==> src/rtl/act_sched_pkg.sv <==
// Shared constants and state encoding for the ReLU activation-unit scheduler.
// Select codes match what the activation unit's input mux expects.
package act_sched_pkg;

    localparam int LenWidthDef = 8;

    localparam logic [1:0] SelIdle = 2'b00;
    localparam logic [1:0] SelAct1 = 2'b10;
    localparam logic [1:0] SelAct2 = 2'b11;

    typedef enum logic [2:0] {
        IDLE   = 3'd0,
        STREAM = 3'd1,
        LOAD   = 3'd2,
        DRIVE  = 3'd3,
        TURN   = 3'd4,
        FIN    = 3'd5
    } act_state_e;

    // src 0 = neighbour 1 (act1), src 1 = neighbour 2 (act2)
    function automatic logic [1:0] sel_for(input logic src);
        return src ? SelAct2 : SelAct1;
    endfunction

endpackage

==> src/rtl/act_rr_arb.sv <==
// Two-way round-robin arbiter; priority flips to the other port after each
// grant that is actually taken.
module act_rr_arb
    import act_sched_pkg::*;
(
    input  logic clk,
    input  logic rst,
    input  logic req1,
    input  logic req2,
    input  logic take,
    output logic gnt1,
    output logic gnt2
);

    logic ptr; // 0: port 1 wins a tie, 1: port 2 wins a tie

    always_comb begin
        gnt1 = 1'b0;
        gnt2 = 1'b0;
        if (req1 && (!req2 || !ptr)) begin
            gnt1 = 1'b1;
        end else if (req2) begin
            gnt2 = 1'b1;
        end
    end

    always_ff @(posedge clk or posedge rst) begin
        if (rst) begin
            ptr <= 1'b0;
        end else if (take && gnt1) begin
            ptr <= 1'b1;
        end else if (take && gnt2) begin
            ptr <= 1'b0;
        end
    end

endmodule

==> src/rtl/act_sched.sv <==
// Sequencer/arbiter for the shared ReLU activation unit between act1 and act2.
// All outputs are registered: each output flop holds f(next state).
module act_sched
    import act_sched_pkg::*;
#(
    parameter int LenWidth = LenWidthDef
) (
    input  logic                clk,
    input  logic                rst,
    input  logic                req1,
    input  logic                dst1,
    input  logic [LenWidth-1:0] len1,
    input  logic                req2,
    input  logic                dst2,
    input  logic [LenWidth-1:0] len2,
    output logic                gnt1,
    output logic                gnt2,
    output logic                drv1,
    output logic                drv2,
    output logic [1:0]          sel_i,
    output logic                sel_o1,
    output logic                sel_o2,
    output logic                busy,
    output logic                done,
    output act_state_e          state_dbg
);

    localparam logic [LenWidth-1:0] CntOne = LenWidth'(1);

    act_state_e          state, state_d;
    logic [LenWidth-1:0] cnt, cnt_d;
    logic                src, src_d;
    logic                dst, dst_d;
    logic                take, arb_gnt1, arb_gnt2;
    logic                driving, result;
    logic                gnt1_d, gnt2_d, drv1_d, drv2_d;
    logic                sel_o1_d, sel_o2_d, busy_d, done_d;
    logic [1:0]          sel_i_d;

    act_rr_arb u_arb (
        .clk  (clk),
        .rst  (rst),
        .req1 (req1),
        .req2 (req2),
        .take (take),
        .gnt1 (arb_gnt1),
        .gnt2 (arb_gnt2)
    );

    always_comb begin
        state_d = state;
        cnt_d   = cnt;
        dst_d   = dst;
        unique case (state)
            IDLE: begin
                // Grant cycle: dst/len are taken from the granted port now.
                if (gnt1 || gnt2) begin
                    dst_d = src ? dst2 : dst1;
                    cnt_d = src ? len2 : len1;
                    if (cnt_d == '0) begin
                        state_d = FIN;
                    end else if (dst_d != src) begin
                        state_d = STREAM;
                    end else begin
                        state_d = LOAD;
                    end
                end
            end
            STREAM: begin
                if (cnt == CntOne) state_d = FIN;
                else               cnt_d   = cnt - CntOne;
            end
            LOAD:  state_d = DRIVE;
            DRIVE: state_d = TURN;
            TURN: begin
                if (cnt == CntOne) begin
                    state_d = IDLE;
                end else begin
                    cnt_d   = cnt - CntOne;
                    state_d = LOAD;
                end
            end
            FIN:     state_d = IDLE;
            default: state_d = IDLE;
        endcase

        // A new grant is only issued into an IDLE cycle, so it cannot overlap a burst.
        take   = (state_d == IDLE);
        gnt1_d = take && arb_gnt1;
        gnt2_d = take && arb_gnt2;
        src_d  = src;
        if (gnt2_d)      src_d = 1'b1;
        else if (gnt1_d) src_d = 1'b0;

        driving  = (state_d == STREAM) || (state_d == LOAD);
        drv1_d   = driving && !src;
        drv2_d   = driving && src;
        sel_i_d  = driving ? sel_for(src) : SelIdle;
        // Streaming results trail the bus by one cycle of activation latency.
        result   = (state == STREAM) || (state_d == DRIVE);
        sel_o1_d = result && !dst_d;
        sel_o2_d = result && dst_d;
        busy_d   = (state_d != IDLE);
        done_d   = (state_d == FIN) || ((state_d == DRIVE) && (cnt_d == CntOne));
    end

    always_ff @(posedge clk or posedge rst) begin
        if (rst) begin
            state  <= IDLE;
            cnt    <= '0;
            src    <= 1'b0;
            dst    <= 1'b0;
            gnt1   <= 1'b0;
            gnt2   <= 1'b0;
            drv1   <= 1'b0;
            drv2   <= 1'b0;
            sel_i  <= SelIdle;
            sel_o1 <= 1'b0;
            sel_o2 <= 1'b0;
            busy   <= 1'b0;
            done   <= 1'b0;
        end else begin
            state  <= state_d;
            cnt    <= cnt_d;
            src    <= src_d;
            dst    <= dst_d;
            gnt1   <= gnt1_d;
            gnt2   <= gnt2_d;
            drv1   <= drv1_d;
            drv2   <= drv2_d;
            sel_i  <= sel_i_d;
            sel_o1 <= sel_o1_d;
            sel_o2 <= sel_o2_d;
            busy   <= busy_d;
            done   <= done_d;
        end
    end

    assign state_dbg = state;

endmodule

==> config.mk <==
export PLATFORM = sky130hd
export DESIGN_NAME = act_sched
export DESIGN_NICKNAME = d
export VERILOG_FILES = /design/src/rtl/act_sched_pkg.sv /design/src/rtl/act_rr_arb.sv /design/src/rtl/act_sched.sv
export SDC_FILE = /design/constraint.sdc
export NUM_CORES = 1
export LEC_CHECK = 0
export BUFFER_PORTS_ARGS = -buffer_cell sky130_fd_sc_hd__buf_2
export CORE_MARGIN = 8
export CORE_UTILIZATION = 26
export CTS_CLUSTER_DIAMETER = 40
export CTS_CLUSTER_SIZE = 28
export DETAILED_ROUTE_END_ITERATION = 10
export SLEW_MARGIN = 20
export SYNTH_ARGS = -nofsm -noshare
export SYNTH_HDL_FRONTEND = slang
export SYNTH_SLANG_ARGS = --single-unit
export TNS_END_PERCENT = 50
==> constraint.sdc <==
create_clock -name clk -period 2.92 [get_ports clk]
set_input_delay 0.584 -clock clk [delete_from_list [all_inputs] [get_ports clk]]
set_output_delay 0.584 -clock clk [all_outputs]
set_load 0.03 [all_outputs]
==> flow_summary_export.csv, run 1 <==
group,metric,value,unit
run_status,outcome,"completed",
power,p_clk_share,35.4,%
die,die_w,90.6,um
power,p_int,430,uW
power,power,550,uW
run,max-cap-violations,0,
sta,finalCritPeriodShare,73.1,%
synth,synth_top_area_cell,"dfrtp_1",
synth,seq_area_frac_synth,39.8,%
die,io_pins,35,
cts,clockRootBuffer,"clkbuf_8",
sta,hold_viol,0,
synth,yosys-top-cells-area,"dfrtp_1 40%, mux2i_1 5.5%, a21oi_1 3.8%",
drt,drc,0,
layout,stdcell_count,254,
power,leakage,0.732,nW
sta,setup_viol,0,
power,netSwitchingFraction,21.9,%
sta,relSlewSlack,40.4,%
die,start_util,26.6,%
synth,synthCells,154,
synth,synthFlopType,"dfrtp_1",
worst_setup_path,slowest_delay,0.46,ns
synth,synth_top_area_share,39.8,%
cts,clkLatencyLatePin,0.26,ns
power,p_switching,121,uW
cts,cts_tree,"yes",
power,ir_worst_vdd,0.192,mV
sta,finalSetupTns,0,ns
die,dieArea,8210,um2
layout,antenna_cells,0,
cts,cts_buffer_depth,2,
drt,num_vias,1229,
synth,async_flop_share,100,%
drt,drtPass1Iterations,4,
grt,grtUsageTotal,8.86,%
cts,cts_setup_buffers,0,
layout,final_cell_mix,"34 x buf_2, 23 x dfrtp_1, 13 x nand2_1",
worst_hold_path,hold_class,"register to register",
worst_setup_path,critPathKind,"register to register",
sta,skew,0.00560,ns
worst_setup_path,worst_setup_path_end_kind,"register",
layout,area_growth,16.4,%
die,die_h,90.6,um
synth,syn_nets,178,
grt,grt_first_pass_wirelength,6050,um
worst_setup_path,cp.buffers_inverters,1,
cts,clk_transition_reported_paths,0.08,ns
worst_setup_path,crit_required,3.07,ns
sta,finalCriticalPeriod,2.13,ns
grt,grt.overflow.total,0,
synth,ys_types,49,
grt,antenna_found_initial,0,
cts,clock_sinks,23,
placed_design,routabilityCongestion,0.815,
synth,synth_edf_count,0,
power,combPwrFrac,6.5,%
drt,via_per_inst,4.84,
drt,ant_nets,0,
placed_design,dp.final_hpwl,2790,um
layout,final_common_cell,"buf_2",
cts,cts_resized,0,
power,p_per_area,327,nW/um2
synth,synth_area_per_cell,9.39,um2
worst_setup_path,path_delay_family,"compound AO/OA/AOI/OAI gates",
drt,wl,3590,um
synth,synth_warnings,0,
sta,rsz0062_at_grt,"false",
sta,worst_pin_slew,0.893,ns
synth,netlist_area,1450,um2
layout,fin_nets,207,
drt,drt_iter0_drc,166,
sta,fmax,0.469,GHz
placed_design,io_buffers,34,
sta,finalMaxSlewViolations,0,
worst_setup_path,crit_slowest_cell,"dfrtp_1",
cts,holdBufCountCts,0,
cts,cts_max_level,1,
worst_setup_path,critPathMaxFanout,6,
placed_design,dp_cells,250,
drt,wl_per_cell,14.1,um
die,core.rowCount,27,
die,core_area,5440,um2
worst_setup_path,start_kind,"register",
worst_setup_path,worstPathCellList,"inv_1 -> ha_1 -> nor4b_4 -> a211o_1 -> o32a_1 -> a21boi_1 -> a41o_1",
grt,first_global_vias,1229,
cts,cts_inserted_buffers,3,
layout,drive_gt1_share,25.8,%
worst_setup_path,arrival,2.28,ns
grt,grt_max_degree,24,
synth,synth_seq_cells,23,
power,p_seq_share,58.1,%
## state kept, by name (all words and copies together), names as in the netlist
name and flops:
busy 1, cnt 8, done 1, drv1 1, drv2 1, dst 1, gnt1 1, gnt2 1
sel_i 1, sel_o1 1, sel_o2 1, src 1, state_dbg 3, u_arb.ptr 1
## layout make-up
cell class / count / area, um2
sequential: 23 / 576
inverter: 11 / 41.3
timing repair buffer: 35 / 178
fill: 571 / 3750
clock buffer: 3 / 41.3
clock inverter: 1 / 5.00
multi-input combinational: 109 / 753
tap: 72 / 90.1
## cell usage after synthesis, types with 2 or more instances
cell      number
dfrtp_1       23
nand2_1       13
a21oi_1       11
inv_1         11
nor2_1        11
mux2i_1        8
o21ai_0        6
nor3_1         5
a211oi_1       3
and2_1         3
buf_4          3
buf_6          3
clkbuf_1       3
nor4_1         3
o221ai_1       3
a21boi_0       2
a21o_1         2
ha_1           2
nand3_1        2
o211ai_1       2
o22a_1         2
o31a_1         2
o32a_1         2
or4_4          2
or4b_1         2
xnor2_1        2
## power groups by stage
stage	Combinational (mW)	Clock (mW)	Sequential [mW]
after floorplan	0.0142	0	0.326
after global placement	0.0366	0	0.326
after detailed placement	0.0365	0	0.326
after CTS	0.0367	0.204	0.320
after global routing	0.0406	0.220	0.320
final	0.0358	0.195	0.320
## routing by layer
metal	vias up	routed length (um)	track usage, %	share of wire, %
met3	2	296	4.07	8.2
li1	621	-	-	-
met4	0	18	1.66	0.50
met2	38	1490	13.2	41
met1	568	1780	11.5	50
met5	-	0	0	0
## per-stage QoR
| step | util [%] | setup slack, ns | area, um2 | hold WS [ns] |
|---|---|---|---|---|
| global route | 31.0 | 0.656 | 1680 | 0.494 |
| detailed placement | 30.1 | 0.825 | 1640 | 0.471 |
| finish | 31.0 | 0.786 | 1680 | 0.486 |
| global placement | 30.1 | 0.835 | 1640 | 0.454 |
| floorplan | - | 0.991 | 1450 | 0.422 |
| CTS | 31.0 | 0.810 | 1680 | 0.483 |
## kinds of logic (layout without fill, tap and decap cells)
family | count (synthesis) | count (layout) | share of synthesized area (%)
mux | 8 | 8 | 5.54
buf+inv | 22 | 50 | 8.13
simple gates | 49 | 49 | 19.2
compound gates | 48 | 48 | 24.4
flops | 23 | 23 | 39.8
fa+ha+maj | 2 | 2 | 1.73
xor+xnor | 2 | 2 | 1.21
## worst paths after layout
check                        from           end  slack, ns  cells past startpoint
setup / recovery           cnt[1]          done       0.79                      7
hold / removal                dst        sel_o1       0.49                      1
setup reg to reg           cnt[1]          done       0.79                      7
hold reg to reg               dst        sel_o1       0.49                      1
max in group asynchronous     rst          gnt2       1.87                      2
min in group asynchronous     rst  state_dbg[2]       0.50                      2
## worst reg2reg max path, cell delays in order (launching register included)
cell and delay, ns:
dfrtp_1 0.46, inv_1 0.09, ha_1 0.21, nor4b_4 0.15, a211o_1 0.36, o32a_1 0.35, a21boi_1 0.15, a41o_1 0.25
Power figures use the tool's default switching activity.
==> inputs of run 2 (changes only) <==
clock period = 2.2 ns   (was 2.92 ns; I/O delays follow)
==> run 2 against run 1 <==
Global-route usage is 0.38 points higher. Clock power up 39%. Worst hold slack worse by 0.29 ns. Sequential cell count unchanged. Power rose by 35%. Wire length up 4.0%. Fmax rose by 4.9%. Die area unchanged. First-iteration DRC count shrank 9.6%. Via count rose by 6.3%. Combinational power rose by 38%. Register-to-register slack worse by 0.62 ns. Largest power group unchanged.
==> flow_summary_export.csv, run 2 (synthesis results as in run 1) <==
group,metric,value,unit
layout,multi_input_area,759,um2
sta,finalCritPeriodShare,92.4,%
power,ir_worst_vdd,0.218,mV
grt,grt_first_pass_wirelength,6280,um
cts,cts_buffer_depth,2,
power,p_switching,173,uW
worst_setup_path,r2r_setup_slack,0.17,ns
layout,largest_reg_flops,8,
die,core_area,5440,um2
worst_setup_path,cp.buffers_inverters,1,
sta,finalMaxSlewViolations,0,
sta,hold_viol,0,
drt,via_per_inst,4.98,
power,netSwitchingFraction,23.2,%
power,power,745,uW
cts,cts_setup_buffers,0,
run,max-cap-violations,0,
power,p_per_area,426,nW/um2
drt,wl,3730,um
sta,finalSetupTns,0,ns
sta,relSlewSlack,75.0,%
die,start_util,26.6,%
cts,clock_sinks,23,
placed_design,dp.final_hpwl,2900,um
cts,clk_transition_reported_paths,0.09,ns
cts,clockRootBuffer,"clkbuf_8",
layout,final_util,32.2,%
worst_setup_path,critPathKind,"register to register",
power,p_clk_share,36.4,%
layout,seq_area,576,um2
sta,rsz0062_at_grt,"false",
layout,area_growth,21.0,%
cts,cts_max_level,1,
worst_setup_path,path_delay_family,"compound AO/OA/AOI/OAI gates",
layout,antenna_cells,0,
power,p_int,572,uW
worst_setup_path,slowest_delay,0.43,ns
cts,cts_inserted_buffers,3,
drt,drc,0,
layout,top_register,"cnt",
sta,fmax,0.492,GHz
worst_setup_path,ff2ff_path_depth,7,
layout,fin_nets,215,
worst_setup_path,worst_setup_path_end_kind,"register",
worst_setup_path,path_depth,7,
cts,clkLatencyLatePin,0.27,ns
power,combPwrFrac,6.6,%
drt,ant_nets,0,
die,die_h,90.6,um
drt,wl_per_cell,14.2,um
drt,drtPass1Iterations,4,
run_status,outcome,"completed",
placed_design,routabilityCongestion,0.849,
drt,drt_iter0_drc,150,
die,dieArea,8210,um2
worst_setup_path,worstPathCellList,"inv_1 -> ha_1 -> nor4b_4 -> a211o_1 -> o32a_1 -> a21boi_1 -> a41o_1",
worst_setup_path,crit_required,2.36,ns
layout,final_area,1750,um2
placed_design,place_area,1700,um2
cts,cts_tree,"yes",
layout,final_common_cell,"buf_2",
grt,grt_max_degree,24,
grt,antenna_found_initial,0,
drt,num_vias,1306,
layout,fill_cells,552,
die,core.rowCount,27,
worst_hold_path,hold_class,"input pin to async pin",
cts,holdBufCountCts,0,
power,p_seq_share,56.9,%
grt,grt.overflow.total,0,
layout,final_cell_mix,"34 x buf_2, 23 x dfrtp_1, 13 x nand2_1",
sta,finalCriticalPeriod,2.03,ns
sta,skew,0.00395,ns
sta,worst_pin_slew,0.372,ns
layout,drive_gt1_share,29.5,%
worst_setup_path,critPathMaxFanout,6,
sta,setup_viol,0,
worst_setup_path,crit_slowest_cell,"dfrtp_1",
worst_setup_path,arrival,2.20,ns
power,leakage,0.772,nW
placed_design,io_buffers,34,
die,die_w,90.6,um
grt,first_global_vias,1298,
worst_setup_path,start_kind,"register",
die,io_pins,35,
grt,grtUsageTotal,9.24,%
==> run 2: changes by cell type in the layout (fill, tap and decap cells not counted), sizes merged <==
cell,previous run,this run
buf,35,43
==> run 2: power by group through the flow <==
stage / sequential (mW) / clock, mW / combinational, mW
CTS: 0.424 / 0.282 / 0.0507
detailed placement: 0.433 / 0 / 0.0504
finish: 0.424 / 0.271 / 0.0495
floorplan: 0.432 / 0 / 0.0189
global placement: 0.433 / 0 / 0.0495
global route: 0.424 / 0.299 / 0.0563
==> run 2: path summary, 6_finish.rpt <==
| kind | startpoint | endpoint |
|---|---|---|
| max | cnt[1] | done |
| min | rst | done |
| max in group asynchronous | rst | sel_o2 |
| max reg2reg | cnt[1] | done |
| min in group clk | req1 | gnt2 |
| min reg2reg | dst | sel_o1 |
==> run 2: cell type report <==
cell class / count / share of cell area (%)
well taps: 72 / 5.15
multi-input cells: 109 / 43.4
flip-flops and latches: 23 / 32.9
clock buffers: 3 / 2.36
repair buffers: 43 / 13.6
clock inverters: 1 / 0.286
inverters: 11 / 2.36
==> run 2: what timing repair did <==
item	CTS	global route
hold endpoints to repair	0	0
resized for setup	0	1
setup endpoints to repair	0	1
==> run 2: routing by layer <==
layer | track usage, % | part of all wire (%) | vias to the layer above | wire [um]
li1 | - | - | 642 | -
met1 | 12.5 | 50 | 617 | 1880
met2 | 12.9 | 40 | 44 | 1500
met3 | 3.41 | 8.6 | 3 | 321
met4 | 3.61 | 1.0 | 0 | 38
met5 | 0 | 0 | - | 0
==> run 2: tightest hold or removal path: stages <==
cell	delay [ns]
buf_2	0.09
inv_1	0.04
buf_4	0.29
==> run 2: per-stage QoR <==
stage / hold slack, ns / std cells / setup WS [ns]
floorplan: 0.422 / 154 / 0.271
global placement: 0.460 / 258 / 0.214
detailed placement: 0.464 / 258 / 0.178
CTS: 0.202 / 262 / 0.169
global route: 0.251 / 262 / 0.0631
finish: 0.192 / 262 / 0.167
==> inputs of run 3 (changes only) <==
GPL_TIMING_DRIVEN = 0   (was unset)
==> run 3 against run 2 <==
Utilization grew 0.16 points. Sequential share of layout area shrank 0.16 points. Final area up 0.50%. Wire length grew 0.29%. Non-clock buffer count increased by 2. Die area did not move. First-iteration DRC count down 31%. Combinational power shrank 2%. Count of clock-buffer cells in the layout unchanged. Largest cell class unchanged.
==> flow_summary_export.csv, run 3 (synthesis results as in run 1) <==
group,metric,value,unit
cts,clkLatencyLatePin,0.27,ns
grt,grt_max_degree,24,
worst_setup_path,start_kind,"register",
layout,fin_nets,217,
sta,finalCriticalPeriod,2.06,ns
die,die_h,90.6,um
layout,drive_gt1_share,28.1,%
placed_design,routabilityCongestion,0.874,
worst_setup_path,crit_required,2.36,ns
placed_design,dp_cells,260,
layout,final_util,32.3,%
layout,multi_input_area,759,um2
sta,setup_viol,0,
layout,antenna_cells,0,
sta,hold_viol,0,
layout,seq_area,576,um2
cts,cts_max_level,1,
layout,area_growth,21.6,%
sta,relSlewSlack,39.1,%
drt,drt_iter0_drc,104,
layout,final_common_cell,"buf_2",
layout,final_area,1760,um2
worst_setup_path,critPathMaxFanout,6,
grt,antenna_found_initial,0,
drt,wl,3740,um
cts,cts_inserted_buffers,3,
drt,drtPass1Iterations,4,
placed_design,io_buffers,34,
sta,finalCritPeriodShare,93.9,%
worst_setup_path,arrival,2.23,ns
layout,largest_reg_flops,8,
sta,rsz0062_at_grt,"false",
layout,top_register,"cnt",
run_status,outcome,"completed",
cts,clockRootBuffer,"clkbuf_8",
placed_design,place_area,1710,um2
power,leakage,0.767,nW
drt,drc,0,
cts,clock_sinks,23,
sta,finalSetupTns,0,ns
drt,num_vias,1288,
sta,skew,0.00342,ns
grt,grt.overflow.total,0,
layout,stdcell_count,264,
sta,finalMaxSlewViolations,0,
sta,fmax,0.484,GHz
sta,worst_pin_slew,0.913,ns
drt,via_per_inst,4.88,
cts,cts_buffer_depth,2,
grt,grtUsageTotal,9.34,%
die,dieArea,8210,um2
layout,fill_cells,568,
run,max-cap-violations,0,
die,core.rowCount,27,
grt,grt_first_pass_wirelength,6330,um
grt,first_global_vias,1297,
power,p_per_area,423,nW/um2
die,start_util,26.6,%
drt,ant_nets,0,
die,core_area,5440,um2
die,io_pins,35,
cts,clk_transition_reported_paths,0.09,ns
worst_setup_path,critPathKind,"register to register",
worst_setup_path,worst_setup_path_end_kind,"register",
cts,holdBufCountCts,0,
worst_hold_path,hold_class,"input pin to async pin",
die,die_w,90.6,um
placed_design,dp.final_hpwl,2870,um
drt,wl_per_cell,14.2,um
power,ir_worst_vdd,0.188,mV
layout,final_cell_mix,"35 x buf_2, 23 x dfrtp_1, 13 x nand2_1",
cts,cts_tree,"yes",
cts,cts_setup_buffers,0,
run 3: stage by stage:
stage / power (mW) / hold slack (ns) / setup slack (ns)
finish: 0.744 / 0.353 / 0.135
detailed placement: 0.482 / 0.457 / 0.166
CTS: 0.758 / 0.369 / 0.146
global placement: 0.482 / 0.459 / 0.140
global route: 0.781 / 0.382 / 0.0336
floorplan: 0.451 / 0.422 / 0.271
run 3: path summary, 6_finish.rpt:
| check | start | end | slack (ns) | cells after the start |
|---|---|---|---|---|
| min in group clk | req1 | gnt2 | 0.38 | 2 |
| worst min register to register | dst | sel_o1 | 0.47 | 1 |
| max in group asynchronous | rst | dst | 1.28 | 2 |
| worst max register to register | cnt[1] | done | 0.14 | 7 |
| worst min-delay path | rst | done | 0.35 | 2 |
| worst max-delay path | cnt[1] | done | 0.14 | 7 |
run 3: what timing repair did:
action / 4_1_cts / 5_1_grt
setup endpoints to repair: 0 / 1
gates resized for setup: 0 / 1
endpoints found under the hold margin: 0 / 0
run 3: layout make-up:
type,count,area share [%]
multi-input combinational,109,43.2
sequential,23,32.7
timing repair buffer,34,9.67
tap,72,5.12
buffer,11,4.34
clock buffer,3,2.35
inverter,11,2.35
clock inverter,1,0.284
run 3: worst max-delay path: stages, from the launching register on:
cell and delay [ns]:
dfrtp_1 0.44, inv_1 0.09, ha_1 0.20, nor4b_4 0.15, a211o_1 0.35, o32a_1 0.34
a21boi_1 0.14, a41o_1 0.25
run 3: power by group:
part           switching (mW)  internal [mW]  leakage, nW
Combinational          0.0274         0.0208        0.472
Clock                   0.145          0.127       0.0255
Sequential           0.000911          0.423        0.269
run 3: layer usage:
layer  GRT usage [%]  share of wire, %  vias to the layer above
li1                -                 -                      649
met1            12.3                49                      592
met2            13.5                42                       45
met3            3.49               9.0                        2
met4            3.19              0.56                        0
met5               0                 0                        -
